<file path="src/rtl/oled_spi_arbiter.sv">
`default_nettype none
// ============================================================================
//  Module      : oled_spi_arbiter
//  Description : Round-robin burst arbiter sharing one SPI-mode-0 OLED port
//                between a command requester and a data requester.
//  Revision    : 1.0 - initial release
// ============================================================================
module oled_spi_arbiter #(
    parameter int CLK_DIV = 2,
    parameter int CS_GAP  = 2
) (
    input  logic       Clock,
    input  logic       Reset,
    input  logic       CmdReq,
    input  logic [7:0] CmdByte,
    input  logic       CmdLast,
    output logic       CmdAck,
    input  logic       DatReq,
    input  logic [7:0] DatByte,
    input  logic       DatLast,
    output logic       DatAck,
    output logic       Busy,
    output logic       SCLK,
    output logic       nCS,
    output logic       DnC,
    output logic       SDIN
);

    localparam int DIV_W = (CLK_DIV > 1) ? $clog2(CLK_DIV) : 1;
    localparam int GAP_W = (CS_GAP > 1) ? $clog2(CS_GAP) : 1;
    localparam logic [DIV_W-1:0] DIV_MAX = DIV_W'(CLK_DIV - 1);
    localparam logic [GAP_W-1:0] GAP_MAX = GAP_W'(CS_GAP - 1);

    typedef enum logic [2:0] {
        IDLE     = 3'd0,
        SHIFT    = 3'd1,
        BYTE_END = 3'd2,
        STALL    = 3'd3,
        GAP      = 3'd4
    } state_t;

    state_t             state_q, state_d;
    logic [DIV_W-1:0]   div_q, div_d;
    logic [2:0]         bit_q, bit_d;
    logic [6:0]         shreg_q, shreg_d;
    logic               last_q, last_d;
    logic               gnt_q, gnt_d;
    logic               ptr_q, ptr_d;
    logic [GAP_W-1:0]   gap_q, gap_d;
    logic               sclk_q, sclk_d;
    logic               ncs_q, ncs_d;
    logic               dnc_q, dnc_d;
    logic               sdin_q, sdin_d;
    logic               cmd_ack_q, cmd_ack_d;
    logic               dat_ack_q, dat_ack_d;
    logic               busy_q, busy_d;

    logic               pick_dat;
    logic               sel_dat;
    logic               own_req;
    logic [7:0]         sel_byte;
    logic               sel_last;
    logic               load;

    // ptr_q=1 favours the data requester when both ask at once
    assign pick_dat = DatReq && (!CmdReq || ptr_q);
    assign sel_dat  = (state_q == IDLE) ? pick_dat : gnt_q;
    assign own_req  = gnt_q ? DatReq : CmdReq;
    assign sel_byte = sel_dat ? DatByte : CmdByte;
    assign sel_last = sel_dat ? DatLast : CmdLast;

    always_comb begin
        state_d   = state_q;
        div_d     = div_q;
        bit_d     = bit_q;
        shreg_d   = shreg_q;
        last_d    = last_q;
        gnt_d     = gnt_q;
        ptr_d     = ptr_q;
        gap_d     = gap_q;
        sclk_d    = sclk_q;
        ncs_d     = ncs_q;
        dnc_d     = dnc_q;
        sdin_d    = sdin_q;
        cmd_ack_d = 1'b0;
        dat_ack_d = 1'b0;
        load      = 1'b0;

        unique case (state_q)
            IDLE: begin
                if (CmdReq || DatReq) begin
                    load  = 1'b1;
                    gnt_d = pick_dat;
                    dnc_d = pick_dat;
                    if (CmdReq && DatReq) begin
                        ptr_d = ~pick_dat;
                    end
                end
            end
            SHIFT: begin
                if (div_q == DIV_MAX) begin
                    div_d = '0;
                    if (!sclk_q) begin
                        sclk_d = 1'b1;
                    end else begin
                        // end of a high phase: next bit goes out with SCLK low
                        sclk_d = 1'b0;
                        if (bit_q == 3'd0) begin
                            sdin_d  = 1'b0;
                            state_d = BYTE_END;
                        end else begin
                            bit_d   = bit_q - 3'd1;
                            sdin_d  = shreg_q[6];
                            shreg_d = {shreg_q[5:0], 1'b0};
                        end
                    end
                end else begin
                    div_d = div_q + 1'b1;
                end
            end
            BYTE_END: begin
                if (last_q) begin
                    state_d = GAP;
                    ncs_d   = 1'b1;
                    gap_d   = '0;
                end else if (own_req) begin
                    load = 1'b1;
                end else begin
                    state_d = STALL;
                end
            end
            STALL: begin
                if (own_req) begin
                    load = 1'b1;
                end
            end
            GAP: begin
                if (gap_q == GAP_MAX) begin
                    state_d = IDLE;
                end else begin
                    gap_d = gap_q + 1'b1;
                end
            end
            default: begin
                state_d = IDLE;
            end
        endcase

        // bit7 leaves immediately on SDIN; the shifter keeps the rest
        if (load) begin
            state_d   = SHIFT;
            shreg_d   = sel_byte[6:0];
            sdin_d    = sel_byte[7];
            last_d    = sel_last;
            bit_d     = 3'd7;
            div_d     = '0;
            sclk_d    = 1'b0;
            ncs_d     = 1'b0;
            cmd_ack_d = ~sel_dat;
            dat_ack_d = sel_dat;
        end

        busy_d = (state_d != IDLE);
    end

    always_ff @(posedge Clock) begin
        if (Reset) begin
            state_q   <= IDLE;
            div_q     <= '0;
            bit_q     <= '0;
            shreg_q   <= '0;
            last_q    <= 1'b0;
            gnt_q     <= 1'b0;
            ptr_q     <= 1'b0;
            gap_q     <= '0;
            sclk_q    <= 1'b0;
            ncs_q     <= 1'b1;
            dnc_q     <= 1'b0;
            sdin_q    <= 1'b0;
            cmd_ack_q <= 1'b0;
            dat_ack_q <= 1'b0;
            busy_q    <= 1'b0;
        end else begin
            state_q   <= state_d;
            div_q     <= div_d;
            bit_q     <= bit_d;
            shreg_q   <= shreg_d;
            last_q    <= last_d;
            gnt_q     <= gnt_d;
            ptr_q     <= ptr_d;
            gap_q     <= gap_d;
            sclk_q    <= sclk_d;
            ncs_q     <= ncs_d;
            dnc_q     <= dnc_d;
            sdin_q    <= sdin_d;
            cmd_ack_q <= cmd_ack_d;
            dat_ack_q <= dat_ack_d;
            busy_q    <= busy_d;
        end
    end

    assign CmdAck = cmd_ack_q;
    assign DatAck = dat_ack_q;
    assign Busy   = busy_q;
    assign SCLK   = sclk_q;
    assign nCS    = ncs_q;
    assign DnC    = dnc_q;
    assign SDIN   = sdin_q;

endmodule
`default_nettype wire

</file>
<file path="config.mk">
export PLATFORM = sky130hd
export DESIGN_NAME = oled_spi_arbiter
export DESIGN_NICKNAME = d
export VERILOG_FILES = /design/src/rtl/oled_spi_arbiter.sv
export SDC_FILE = /design/constraint.sdc
export NUM_CORES = 1
export LEC_CHECK = 0
export ABC_CLOCK_PERIOD_IN_PS = 1660
export CAP_MARGIN = 20
export CORE_MARGIN = 10
export CORE_UTILIZATION = 48
export CTS_CLUSTER_SIZE = 28
export DETAILED_ROUTE_END_ITERATION = 12
export HOLD_SLACK_MARGIN = 0.03
export PLACE_DENSITY = 0.77
export SLEW_MARGIN = 20
export SYNTH_ARGS = -nofsm -noshare
export SYNTH_HDL_FRONTEND = slang
export SYNTH_SLANG_ARGS = --single-unit
export TNS_END_PERCENT = 5
</file>
<file path="constraint.sdc">
create_clock -name Clock -period 1.66 [get_ports Clock]
set_input_delay 0.166 -clock Clock [delete_from_list [all_inputs] [get_ports Clock]]
set_output_delay 0.166 -clock Clock [all_outputs]
set_load 0.005 [all_outputs]
</file>
# ---- Word-level counts from Yosys, hierarchy flattened
# Cells that the tools add are included.
dict set report totals {
  n_memories 0
  in_bits 22
  ram_bits 0
  ff_bits 24
  output_inout_bits 7
  romBits 0
  elab_cells 89
  latchBits 0
}
dict set report op_classes {
  multipliers 0
  order_cmp 0
  bitwise_logic 3
  n_eq_ne 6
  div_mod_pow 0
  muxes 39
  add_sub_neg 3
  reduce_logical 24
  shifts 0
}
# operator count
set ops {}
lappend ops {{two-way mux 3 bit} 12}
lappend ops {{two-way mux 7 bit} 5}
lappend ops {{two-way mux 1 bit} 18}
lappend ops {{one-hot mux 3 bit (4 select lines)} 1}
lappend ops {{nonzero test 2 bit} 6}
lappend ops {{two-way mux 8 bit} 1}
lappend ops {{AND reduction 2 bit} 4}
lappend ops {{equality test 3 x 2 -> 1 bit, second input constant} 2}
lappend ops {{zero test 3 bit} 2}
lappend ops {{AND reduction 3 bit} 2}
lappend ops {{OR reduction 2 bit} 3}
lappend ops {{inequality test 2 bit, second input constant} 2}
lappend ops {{AND reduction 4 bit} 1}
lappend ops {{equality test 3 x 1 -> 1 bit, second input constant} 1}
lappend ops {{equality test 3 bit, second input constant} 1}
lappend ops {{inverter 1 bit} 3}
lappend ops {{one-hot mux 1 bit (3 select lines)} 1}
lappend ops {{nonzero test 3 bit} 1}
lappend ops {{subtractor 3 x 1 -> 3 bit, second input constant} 1}
lappend ops {{adder 1 bit, second input constant} 2}
lappend ops {{logical AND 1 bit} 2}
lappend ops {{logical OR 1 bit} 2}
lappend ops {{one-hot mux 1 bit (2 select lines)} 1}
lappend ops {{zero test 1 bit} 1}

# ---- Logic depth before layout (Yosys ltp)
dict set report logic_depth {
  ltp_word 7
  depth_mapped 7
  mapped_depth_nobuf 6
}

# ---- Worst setup path before layout
# OpenSTA, ideal clock, no wires.
dict set report synth_path {
  kind {flip-flop to flip-flop}
  startpoint {register bit_q[0]}
  endpoint {register bit_q[1]}
  arrival_time_ps 1459
  path_stages_with_launch 8
  setup_time_ps 69
  period_less_slack_ps 1529
  slack_ps 131
  t_required_ps 1591
  n_path_buf 1
  cell_sequence {dfxtp_1 -> inv_1 -> ha_1 -> nor2b_1 -> nor3_1 -> buf_4 -> mux2_1 -> o21ai_1}
}
dict set report synth_between {
  elab_chain_len 6
  elab_cells_between_ends 9
  cone_classes {1 x add/sub; 1 x eq/ne; 5 x mux; 2 x reduce/logical}
}
# item line
set synth_lines {}
lappend synth_lines {{start, declared} 44} ;# logic [2:0] bit_q, bit_d;
lappend synth_lines {{start signal, assigned} 186} ;# bit_q <= bit_d;
lappend synth_lines {{subtractor 3 x 1 -> 3 bit} 112} ;# bit_d = bit_q - 3'd1;
lappend synth_lines {{two-way mux 3 bit} 108} ;# if (bit_q == 3'd0) begin
lappend synth_lines {{two-way mux 3 bit} 103} ;# if (!sclk_q) begin
lappend synth_lines {{two-way mux 3 bit} 101} ;# if (div_q == DIV_MAX) begin
lappend synth_lines {{two-way mux 3 bit} 89} ;# unique case (state_q)
lappend synth_lines {{two-way mux 3 bit} 150} ;# if (load) begin
# Parallel ways exist; a longest one is shown, timed or not. The select of a mux whose other input is x is not followed.
# A chain may end at the register's enable or synchronous reset.

# ---- Worst setup path after layout
dict set report layout_path {
  startpoint {register state_q[1]}
  endpoint {register shreg_q[1]}
}
dict set report layout_between {
  elab_chain_len 4
  elab_cells_between_ends 13
  cone_classes {4 x eq/ne; 4 x mux; 5 x reduce/logical}
}
# item line
set layout_lines {}
lappend layout_lines {{start, declared} 42} ;# state_t state_q, state_d;
lappend layout_lines {{start signal, assigned} 184} ;# state_q <= state_d;
lappend layout_lines {{equality test 3 x 2 -> 1 bit or zero test 3 bit (tied branches)} {89, 67}}
lappend layout_lines {{one-hot mux 1 bit (3 select lines) or two-way mux 1 bit (tied branches)} {89, 67}}
lappend layout_lines {{inequality test 2 bit (no line), or another cell as far along} -}
lappend layout_lines {{AND reduction 4 bit (no line) or two-way mux 7 bit (tied branches)} -}
lappend layout_lines {{end signal, assigned} 187} ;# shreg_q <= shreg_d;
lappend layout_lines {{end, declared} 45} ;# logic [6:0] shreg_q, shreg_d;
# Parallel ways exist; a longest one is shown, timed or not.

==> impl_metrics.toml <==
[place]
dpl.hpwl_mm = 2.28
port_buffers = 28
dp_slack_ns = -0.136
place_congestion = 0.929
dp.cells = 195

[clocking]
insertion_delay_ns = 0.33
clockBufferDepth = 2
holdBufCountCts = 0
cts_tree = "yes"
root_buffer = "clkbuf_4"
clock_sinks = 24
htree_num_levels = 1
clk_pin_slew_ns = 0.14
numCtsBuffers = 3

[finish]
nFillCells = 187
final_cells = 204
fin_nets = 199
multi_input_area_um2 = 704
final-seq-area_um2 = 483
area_growth_pct = 42.6
antenna_cells = 0
final_util_pct = 71.0
post_route_cells_drive_above_1_share_pct = 23.0

[timing]
worstMarginPinSlew_ns = 0.346
finalCritPeriodShare_pct = 97.5
rsz0062_at_grt = "yes"
drv_slew = 0
max-slew-margin-rel_pct = 76.8
skew_ns = 0.00569
min_period_ns = 1.62
setup_violations = 0
timing.final.hold_violations = 0
fmaxAchievable_ghz = 0.618
fin_ws_ns = 0.0419

[floorplanning]
rows = 18
core_um2 = 2450
die_h_um = 70.5
die_w_um = 70.5
die_area_um2 = 4970
io_pins = 29
start_util_pct = 49.8

[pwr]
powerDensity_nw_per_um2 = 846
vdd_drop_max_v = 0.000678
power_mw = 1.48
leakage_nw = 0.676

[routing]
dr.pass1.iters = 4
ant_nets = 0
drt_iter0_markers = 59
num_vias = 1110
drc = 0
routed_via_density = 5.44
wl_per_cell_um = 14.9
wirelength_mm = 3.03

[hold_path]
hp-class = "input pin to register"
worstHoldStart = "CmdByte[4]"
hold-path-cell-count = 3

[worst_setup_path]
critPathLaunchType = "register"
worstPathRequired_ns = 1.93
critPathKind = "register to register"
r2r_slack_ns = 0.04
rr_worst_depth = 5
crit_end = "shreg_q[1]"
r2r_start = "state_q[1]"
endpoint_kind = "register"
cp_max_fo = 9
critPathArrivalTime_ns = 1.89
r2r_end = "shreg_q[1]"
worstSetupStartpoint = "state_q[1]"

[global_route]
first_global_vias = 1110
grt.overflow.total = 0
grt_antenna_before_repair = 0
grt_pass1_wl_mm = 5.10
track_usage_pct = 12.1
grt_max_degree = 15

[synth]
ys_seq_elements = 24
synth_cell_types = 39
syn-num-nets = 152
syn_avg_cell_area_um2 = 9.55
ys_seq_area_share_pct = 39.3
syn-cell-area_um2 = 1220
synthCells = 128
yosys_warnings = 0

[job]
maxCapViolCount = 0

[outcome]
status = "finished, final reports clean"
## flip-flops by register name, summed over array words and instances, names as in the netlist
register,count
shreg_q,7
bit_q,3
state_q,3
Busy,1
CmdAck,1
DatAck,1
DnC,1
SCLK,1
SDIN,1
div_q,1
gap_q,1
last_q,1
nCS,1
ptr_q,1
## logic make-up (layout without fill, tap and decap cells)
kind of cell,count (synthesis),after routing,synth area share (%)
AOI/OAI and AO/OA,30,30,19.2
DFF,24,24,39.3
buffers and inverters,14,60,5.83
xor gates and xnor gates,4,4,2.87
and+or+nand+nor,36,36,15.8
muxes,18,18,14.9
adders and majority gates,2,2,2.05
## placed cells by master, fill, tap and decap left out, drive strengths merged
| master | n |
|---|---|
| a211oi | 3 |
| a21bo | 1 |
| a21o | 3 |
| a21oi | 5 |
| a31o | 1 |
| a31oi | 1 |
| a32oi | 1 |
| a41oi | 1 |
| buf | 21 |
| bufinv | 1 |
| clkbuf | 3 |
| clkdlybuf4s50 | 28 |
| dfxtp | 24 |
| ha | 2 |
| inv | 7 |
| mux2 | 2 |
| mux2i | 16 |
| nand2 | 3 |
| nand2b | 3 |
| nand3 | 2 |
| nand3b | 2 |
| nor2 | 12 |
| nor2b | 6 |
| nor3 | 4 |
| nor3b | 2 |
| o21ai | 1 |
| o221ai | 1 |
| o22ai | 8 |
| o31a | 1 |
| o31ai | 2 |
| o32ai | 1 |
| or2 | 1 |
| or3 | 1 |
| xnor2 | 3 |
| xor2 | 1 |
## layer usage
layer	wire length (um)	part of all wire [%]	GRT usage, %	up-vias
met1	1350	45	13.7	537
met3	120	4.0	3.53	5
met5	0	0	0	-
met4	58	1.9	6.14	0
li1	-	-	-	548
met2	1500	50	20.1	20
## where the power goes
group	switching (mW)	internal (mW)
registers	0.0343	0.629
logic	0.155	0.214
clock network	0.198	0.245
total	0.387	1.09
## synth_stat cells
master | number | area [um^2]
nand2_1 | 3 | 11.3
a41oi_1 | 1 | 8.76
nand2b_1 | 3 | 18.8
nor3_1 | 3 | 15.0
a21oi_1 | 5 | 25.0
buf_6 | 1 | 11.3
nor3b_1 | 2 | 15.0
ha_1 | 2 | 25.0
mux2_1 | 1 | 11.3
a211oi_1 | 2 | 15.0
a31oi_1 | 1 | 6.26
o21ai_1 | 1 | 5.00
o31a_1 | 1 | 8.76
a21bo_2 | 1 | 10.0
o22ai_1 | 8 | 50.1
a211oi_4 | 1 | 20.0
xnor2_1 | 3 | 26.3
nor2_1 | 12 | 45.0
dfxtp_1 | 24 | 480
xor2_1 | 1 | 8.76
o221ai_1 | 1 | 8.76
a21o_1 | 3 | 22.5
buf_2 | 3 | 15.0
mux2_2 | 1 | 11.3
mux2i_1 | 16 | 160
buf_4 | 2 | 15.0
o32ai_1 | 1 | 8.76
or3_1 | 1 | 6.26
inv_1 | 7 | 26.3
or2_4 | 1 | 8.76
o31ai_4 | 1 | 21.3
nand3_1 | 2 | 10.0
clkbuf_1 | 1 | 3.75
nor3_2 | 1 | 10.0
nor2b_1 | 6 | 37.5
a32oi_1 | 1 | 8.76
a31o_1 | 1 | 8.76
nand3b_1 | 2 | 15.0
o31ai_1 | 1 | 7.51
## through the flow
| stage | TNS (ns) | area, um^2 | hold slack (ns) |
|---|---|---|---|
| 6_report | 0 | 1740 | 0.457 |
| 5_1_grt | -0.139 | 1740 | 0.454 |
| 4_1_cts | 0 | 1680 | 0.454 |
| 2_1_floorplan | 0 | 1220 | 0.331 |
| 3_3_place_gp | -0.660 | 1620 | 0.459 |
| 3_5_place_dp | -1.20 | 1620 | 0.466 |
## critical path, stage by stage (launching register included)
cell and delay (ns):
dfxtp_2 0.40, or2_4 0.31, a211oi_4 0.31, nand3b_1 0.17, buf_4 0.20, o22ai_1 0.17
## layout make-up
type	count	area share, %
Clock inverter	1	1.72
Sequential cell	24	27.7
Timing Repair Buffer	49	25.2
Tap cell	30	2.15
Inverter	7	1.51
Multi-Input combinational cell	90	40.4
Clock buffer	3	1.29
## how the worst min path moves through the flow
stage / endpoint / slack, ns
global route: shreg_q[4] / 0.45
finish: shreg_q[4] / 0.46
detailed placement: shreg_q[0] / 0.47
global placement: gap_q / 0.46
CTS: shreg_q[4] / 0.45
floorplan: DnC / 0.33
## what timing repair did
item | 4_1_cts | 5_1_grt
setup buffers | 2 | 2
cloned | 0 | 1
resized for setup | 0 | 13
setup endpoints to repair | 1 | 13
pin swaps | 0 | 4
(Power assumes the default switching activity.)
